## config.mk

```make
export PLATFORM = sky130hd
export DESIGN_NAME = alu_serial_ctrl_flat
export DESIGN_NICKNAME = d
export VERILOG_FILES = /design/src/rtl/alu_serial_ctrl_if.sv /design/src/rtl/alu_serial_ctrl.sv /design/src/flat_wrapper.sv
export SDC_FILE = /design/constraint.sdc
export NUM_CORES = 1
export LEC_CHECK = 0
export BUFFER_PORTS_ARGS = -buffer_cell sky130_fd_sc_hd__buf_4
export CAP_MARGIN = 20
export CORE_MARGIN = 1
export CORE_UTILIZATION = 40
export CTS_CLUSTER_SIZE = 14
export DETAILED_ROUTE_END_ITERATION = 7
export PLACE_DENSITY = 0.71
export SYNTH_ARGS = -nofsm -noshare
export SYNTH_HDL_FRONTEND = slang
export SYNTH_SLANG_ARGS = --single-unit
```

## constraint.sdc

```tcl
create_clock -name clk -period 2.67 [get_ports clk]
set_clock_uncertainty 0.1 [all_clocks]
set_input_delay 0.534 -clock clk [delete_from_list [all_inputs] [get_ports clk]]
set_output_delay 0.534 -clock clk [all_outputs]
set_load 0.005 [all_outputs]
```

## src/rtl/alu_serial_ctrl_if.sv

```systemverilog
// Request/response bundle for the bit-serial ALU sequencer.
// The master issues requests; the sequencer (slave) returns status, result and flags.
interface alu_serial_ctrl_if #(
    parameter int WIDTH = 32
);
    logic             start;
    logic [2:0]       op;
    logic [WIDTH-1:0] a;
    logic [WIDTH-1:0] b;
    logic             busy;
    logic             done;
    logic [WIDTH-1:0] result;
    logic             carryout;
    logic             overflow;
    logic             zero;

    modport master (
        output start, op, a, b,
        input  busy, done, result, carryout, overflow, zero
    );

    modport slave (
        input  start, op, a, b,
        output busy, done, result, carryout, overflow, zero
    );
endinterface

```

## src/rtl/alu_serial_ctrl.sv

```systemverilog
// Bit-serial ALU: drives one 1-bit ALU slice LSB-first for WIDTH cycles, then
// publishes the assembled result with carry/overflow/zero flags.
module alu1bit (
    input  logic       a_i,
    input  logic       b_i,
    input  logic       cin_i,
    input  logic [2:0] op_i,
    output logic       out_o,
    output logic       cout_o
);
    logic b_eff;
    logic sum;

    always_comb begin
        // SUB and SLT add the inverted operand; the +1 comes from the seeded carry
        b_eff  = (op_i == 3'b001 || op_i == 3'b011) ? ~b_i : b_i;
        sum    = a_i ^ b_eff ^ cin_i;
        cout_o = (a_i & b_eff) | (cin_i & (a_i ^ b_eff));
        case (op_i)
            3'b010:  out_o = a_i ^ b_i;
            3'b100:  out_o = a_i & b_i;
            3'b101:  out_o = ~(a_i & b_i);
            3'b110:  out_o = ~(a_i | b_i);
            3'b111:  out_o = a_i | b_i;
            default: out_o = sum;
        endcase
    end
endmodule

module alu_serial_ctrl #(
    parameter int WIDTH = 32
) (
    input  logic               clk,
    input  logic               reset,
    alu_serial_ctrl_if.slave   bus
);
    localparam int IW = (WIDTH > 2) ? $clog2(WIDTH) : 1;
    localparam logic [IW-1:0] LAST_IDX = IW'(WIDTH - 1);

    typedef enum logic [1:0] {
        S_IDLE = 2'd0,
        S_RUN  = 2'd1,
        S_DONE = 2'd2
    } state_e;

    typedef enum logic [2:0] {
        OP_ADD  = 3'b000,
        OP_SUB  = 3'b001,
        OP_XOR  = 3'b010,
        OP_SLT  = 3'b011,
        OP_AND  = 3'b100,
        OP_NAND = 3'b101,
        OP_NOR  = 3'b110,
        OP_OR   = 3'b111
    } op_e;

    state_e           state_q, state_d;
    logic             accept;
    logic             last_bit;

    logic [WIDTH-1:0] a_sh_q, b_sh_q;
    logic [2:0]       op_q;
    logic             carry_q;
    logic [IW-1:0]    idx_q;
    // Partial result holds only the WIDTH-1 bits already produced
    logic [WIDTH-2:0] res_sh_q;

    logic [WIDTH-1:0] result_q;
    logic             carryout_q, overflow_q, zero_q;

    logic             slice_out, slice_cout;
    logic [WIDTH-1:0] res_full;
    logic             a_msb, b_msb, res_msb;
    logic             ovf_add, ovf_sub;
    logic [WIDTH-1:0] fin_res;
    logic             fin_cout, fin_ovf, fin_zero;

    alu1bit u_slice (
        .a_i    (a_sh_q[0]),
        .b_i    (b_sh_q[0]),
        .cin_i  (carry_q),
        .op_i   (op_q),
        .out_o  (slice_out),
        .cout_o (slice_cout)
    );

    assign last_bit = (state_q == S_RUN) && (idx_q == LAST_IDX);

    always_comb begin
        state_d = state_q;
        accept  = 1'b0;
        case (state_q)
            S_IDLE: begin
                if (bus.start) begin
                    state_d = S_RUN;
                    accept  = 1'b1;
                end
            end
            S_RUN: begin
                if (last_bit) state_d = S_DONE;
            end
            S_DONE: begin
                if (bus.start) begin
                    state_d = S_RUN;
                    accept  = 1'b1;
                end else begin
                    state_d = S_IDLE;
                end
            end
            default: state_d = S_IDLE;
        endcase
    end

    // Final-bit evaluation: the slice is looking at the sign bits this cycle
    always_comb begin
        res_full = {slice_out, res_sh_q};
        a_msb    = a_sh_q[0];
        b_msb    = b_sh_q[0];
        res_msb  = slice_out;
        ovf_add  = (a_msb == b_msb) && (res_msb != a_msb);
        ovf_sub  = (a_msb != b_msb) && (res_msb != a_msb);
        fin_res  = res_full;
        fin_cout = 1'b0;
        fin_ovf  = 1'b0;
        case (op_e'(op_q))
            OP_ADD: begin
                fin_cout = slice_cout;
                fin_ovf  = ovf_add;
            end
            OP_SUB: begin
                fin_cout = slice_cout;
                fin_ovf  = ovf_sub;
            end
            OP_SLT: begin
                fin_res  = {{(WIDTH-1){1'b0}}, res_msb ^ ovf_sub};
                fin_cout = slice_cout;
            end
            default: ;
        endcase
        fin_zero = (fin_res == '0);
    end

    always_ff @(posedge clk) begin
        if (reset) begin
            state_q    <= S_IDLE;
            a_sh_q     <= '0;
            b_sh_q     <= '0;
            op_q       <= '0;
            carry_q    <= 1'b0;
            idx_q      <= '0;
            res_sh_q   <= '0;
            result_q   <= '0;
            carryout_q <= 1'b0;
            overflow_q <= 1'b0;
            zero_q     <= 1'b0;
        end else begin
            state_q <= state_d;
            if (accept) begin
                a_sh_q  <= bus.a;
                b_sh_q  <= bus.b;
                op_q    <= bus.op;
                carry_q <= (bus.op == OP_SUB) || (bus.op == OP_SLT);
                idx_q   <= '0;
            end else if (state_q == S_RUN) begin
                a_sh_q   <= a_sh_q >> 1;
                b_sh_q   <= b_sh_q >> 1;
                carry_q  <= slice_cout;
                idx_q    <= idx_q + IW'(1);
                res_sh_q <= res_full[WIDTH-1:1];
            end
            if (last_bit) begin
                result_q   <= fin_res;
                carryout_q <= fin_cout;
                overflow_q <= fin_ovf;
                zero_q     <= fin_zero;
            end
        end
    end

    assign bus.busy     = (state_q == S_RUN);
    assign bus.done     = (state_q == S_DONE);
    assign bus.result   = result_q;
    assign bus.carryout = carryout_q;
    assign bus.overflow = overflow_q;
    assign bus.zero     = zero_q;
endmodule

```

## src/flat_wrapper.sv

```systemverilog
// flat-port wrapper written by rule: the top's interface ports become plain ports
module alu_serial_ctrl_flat 
#(
    parameter int WIDTH = 32
)
  (clk, reset, bus_start, bus_op, bus_a, bus_b, bus_busy, bus_done, bus_result, bus_carryout, bus_overflow, bus_zero);
  alu_serial_ctrl_if #(.WIDTH(WIDTH)) bus_i ();
  input  logic clk;
  input  logic reset;
  input wire logic [$bits(bus_i.start)-1:0] bus_start;
  input wire logic [$bits(bus_i.op)-1:0] bus_op;
  input wire logic [$bits(bus_i.a)-1:0] bus_a;
  input wire logic [$bits(bus_i.b)-1:0] bus_b;
  output wire logic [$bits(bus_i.busy)-1:0] bus_busy;
  output wire logic [$bits(bus_i.done)-1:0] bus_done;
  output wire logic [$bits(bus_i.result)-1:0] bus_result;
  output wire logic [$bits(bus_i.carryout)-1:0] bus_carryout;
  output wire logic [$bits(bus_i.overflow)-1:0] bus_overflow;
  output wire logic [$bits(bus_i.zero)-1:0] bus_zero;
  assign bus_i.start = bus_start;
  assign bus_i.op = bus_op;
  assign bus_i.a = bus_a;
  assign bus_i.b = bus_b;
  assign bus_busy = bus_i.busy;
  assign bus_done = bus_i.done;
  assign bus_result = bus_i.result;
  assign bus_carryout = bus_i.carryout;
  assign bus_overflow = bus_i.overflow;
  assign bus_zero = bus_i.zero;
  alu_serial_ctrl #(.WIDTH(WIDTH)) u_core (.clk(clk), .reset(reset), .bus(bus_i));
endmodule
```

==> summary.txt <==
Share of layout cells above drive strength 1 - 0.2091
Sw Pwr - 1.150 mW
WL final - 12460 um
TritonCTS Buffers - 17
Sequential Power Share - 0.441
Setup slack, reg-to-reg - 0.41 ns
Area Growth Syn to Fin - 25.56%
GRT overflow - 0
PnR worst setup slack - 0.4122 ns
Final hold vios - 0
Diode count - 0
Worst path top cell family by delay - adder cells
Initial Util - 0.4144
Setup TNS after final layout - 0 ns
Pre-CTS setup slack - 0.1099 ns
Site Rows - 42
Cell Area, Synth - 5532 um2
Post-route ant nets - 0
Detailed Place HPWL - 7941 um
HP Class - in -> reg
Total track usage - 0.1837
Syn_nets - 704
Mean routed wirelength per cell - 13.87 um
I/O Buffers - 106
Max Transition Viols Final - 0
First-pass GRT wire length - 21040 um
Hold EP - u_core.op_q[1]$_SDFFE_PP0P_
Switch share - 0.2273
Post-synth cell types - 38
PostCTS Resize Cnt - 0
Worst path cell trace - nor2b_1 -> xnor2_1 -> fa_1 -> inv_1 -> a211oi_1 -> nor2_1 -> a31o_2
Worst Tran Pin Value - 0.5272 ns
Post-Syn Instances - 629
Status - finished, final reports clean
Async S/R FF share, synth - 0
Core ar. - 13350 um2
CP Class - reg -> reg
Dominant cell type by area after synthesis - dfxtp_1
DR pass1 iterations - 5
Die W - 119.6 um
Relative slew slack - 0.6486
Post-CTS setup repair buffer count - 0
Fill cells - 1250
Core Util, Final - 0.5203
Cell Int Power - 3.909 mW
Ys Warns - 0
Full die area - 14300 um2
PwrDens - 728.5 nW/um2
Synth Flop Type - dfxtp_1
Worst hold path stage count - 3
Critical Path Max Stage Delay - 0.60 ns
CP max-delay cell - fa_1
Vias - 4713
Clk sinks - 141
Worst R2R End - u_core.bus.zero$_SDFFE_PP0P_
Hold Startpoint - bus_op[1]
Fin nets - 784
DR vias/cell - 5.248
Clock Tree Root - clkbuf_16
H-tree levels - 4
Vias in the first global route - 4504
Main area contributors after synthesis - dfxtp_1 51%, a22oi_1 13%, nand2_1 9.4%
Sequential cell area - 2823 um2
Area share of the largest cell type after synthesis - 0.5103
Design area - 6945 um2
CTS tree - yes
Io pins - 107
GPL Wtd Cong - 0.7620
Fmax - 442.9 MHz
Post-placement cell area - 6306 um2
Min Tclk post-route - 2.258 ns
Syn avg cell area - 8.794 um2
Setup Viol. Count Final - 0
CP bufs+invs - 1
CP max FO - 8
Clock share of power - 0.474
Crit. End Element - register
Initial antenna violation count - 0
Worst-path clk slew - 0.06 ns
Largest net degree at the start of global routing - 74
Area occupied by multi-input gates - 2337 um2
Clock latency on the worst-skew pair - 0.41 ns
RR Startpoint - u_core.op_q[0]$_SDFFE_PP0P_
CP Data Arrival Time - 2.46 ns
Max-cap viol count - 0
EDFF count, synth - 0
Req. time, crit path - 2.88 ns
Startpoint class of the critical path - register
Leak Pwr - 2.656 nW
DRC viols - 0
#FFs+latches synth - 141
Top-count cell post-synth - dfxtp_1
Die Ht - 119.6 um
RSZ-0062 raised after global routing - no
Clock tree buffer depth - 2
Sequential area share after synthesis - 0.5103
Synth cell count leaders - 141 x dfxtp_1, 138 x nand2_1, 101 x a21oi_1
Worst r2r path cells - 7
# hold bufs at CTS - 0
VDD IR max - 0.5989 mV
Final period util - 0.8456
DRT iter0 DRCs - 392
Hold WS - 0.2770 ns
Combinational power share - 0.085
[placed cells by master, fill, tap and decap left out, types with 4 or more instances in the layout]
cell type and count:
nor3_1 6, a22oi_1 94, clkbuf_16 17, nand4_1 4
xnor2_1 4, buf_12 4, nand2b_1 4, mux2i_1 6
dfxtp_1 141, ha_1 4, inv_1 5, nor2_1 40
nand2_1 138, nor4_1 7, a21oi_1 101, buf_4 109
[how the worst max path moves through the flow]
stage | from | end | slack [ns] | depth (start not counted)
3_3_place_gp | u_core.idx_q[0]$_SDFFE_PP0P_ | u_core.bus.result[31]$_SDFFE_PP0P_ | 0.20 | 7
4_1_cts | u_core.idx_q[0]$_SDFFE_PP0P_ | u_core.bus.result[31]$_SDFFE_PP0P_ | 0.09 | 7
2_1_floorplan | u_core.op_q[0]$_SDFFE_PP0P_ | u_core.bus.zero$_SDFFE_PP0P_ | 0.62 | 8
5_1_grt | u_core.op_q[0]$_SDFFE_PP0P_ | u_core.res_sh_q[30]$_SDFFE_PP0P_ | 0.23 | 7
6_report | u_core.op_q[0]$_SDFFE_PP0P_ | u_core.bus.zero$_SDFFE_PP0P_ | 0.41 | 7
3_5_place_dp | u_core.idx_q[0]$_SDFFE_PP0P_ | u_core.bus.result[31]$_SDFFE_PP0P_ | 0.11 | 7
[worst reg2reg max path: cells and delay by family, from the launching register on]
kind	cells	cell delay [ns]
XOR/XNOR	1	0.10
AO/OA/AOI/OAI	2	0.52
buffers and inverters	1	0.07
adder cells (fa/ha/maj)	1	0.60
flip-flops	1	0.44
AND/OR/NAND/NOR	2	0.32
[logic make-up (layout without fill, tap and decap cells)]
family,count (synthesis),in the layout,share of synthesized area
AO/OA/AOI/OAI,200,200,0.2266
XOR/XNOR,6,6,0.009500
adder cells (fa/ha/maj),5,5,0.01267
buffers and inverters,59,152,0.06718
flip-flops,141,141,0.5103
multiplexers,6,6,0.01086
AND/OR/NAND/NOR,212,212,0.1629
[stage by stage]
step / total power, mW / std cells
2_1_floorplan: 2.581 / 629
3_3_place_gp: 2.687 / 865
3_5_place_dp: 2.710 / 865
4_1_cts: 5.110 / 897
5_1_grt: 5.274 / 898
6_report: 5.059 / 898
[flip-flops by register name, indices dropped and copies added, names as in the netlist]
signal               count
u_core.a_sh_q           32
u_core.b_sh_q           32
u_core.bus.carryout      1
u_core.bus.overflow      1
u_core.bus.result       32
u_core.bus.zero          1
u_core.carry_q           1
u_core.idx_q             5
u_core.op_q              3
u_core.res_sh_q         31
u_core.state_q           2
[power by group through the flow]
stage | sequential, mW | combinational (mW) | clock (mW)
after floorplan | 2.26 | 0.320 | 0
after global placement | 2.27 | 0.416 | 0
after detailed placement | 2.28 | 0.433 | 0
after CTS | 2.23 | 0.434 | 2.44
after global routing | 2.24 | 0.479 | 2.56
final | 2.23 | 0.430 | 2.40
[per-layer routing]
metal / wire length, um / GRT usage / vias to the layer above
li1: - / - / 2363
met1: 5447 / 0.2208 / 2209
met2: 5989 / 0.3002 / 132
met3: 887 / 0.07319 / 9
met4: 130 / 0.05625 / 0
met5: 0 / 0 / -
[layout make-up]
type / instances / share of cell area
Multi-Input combinational cell: 429 / 0.3365
Clock inverter: 10 / 0.01982
Timing Repair Buffer: 114 / 0.1333
Sequential cell: 141 / 0.4064
Tap cell: 176 / 0.03171
Inverter: 6 / 0.003963
Clock buffer: 22 / 0.06828
Note: power is estimated with default switching activity, not from simulation.
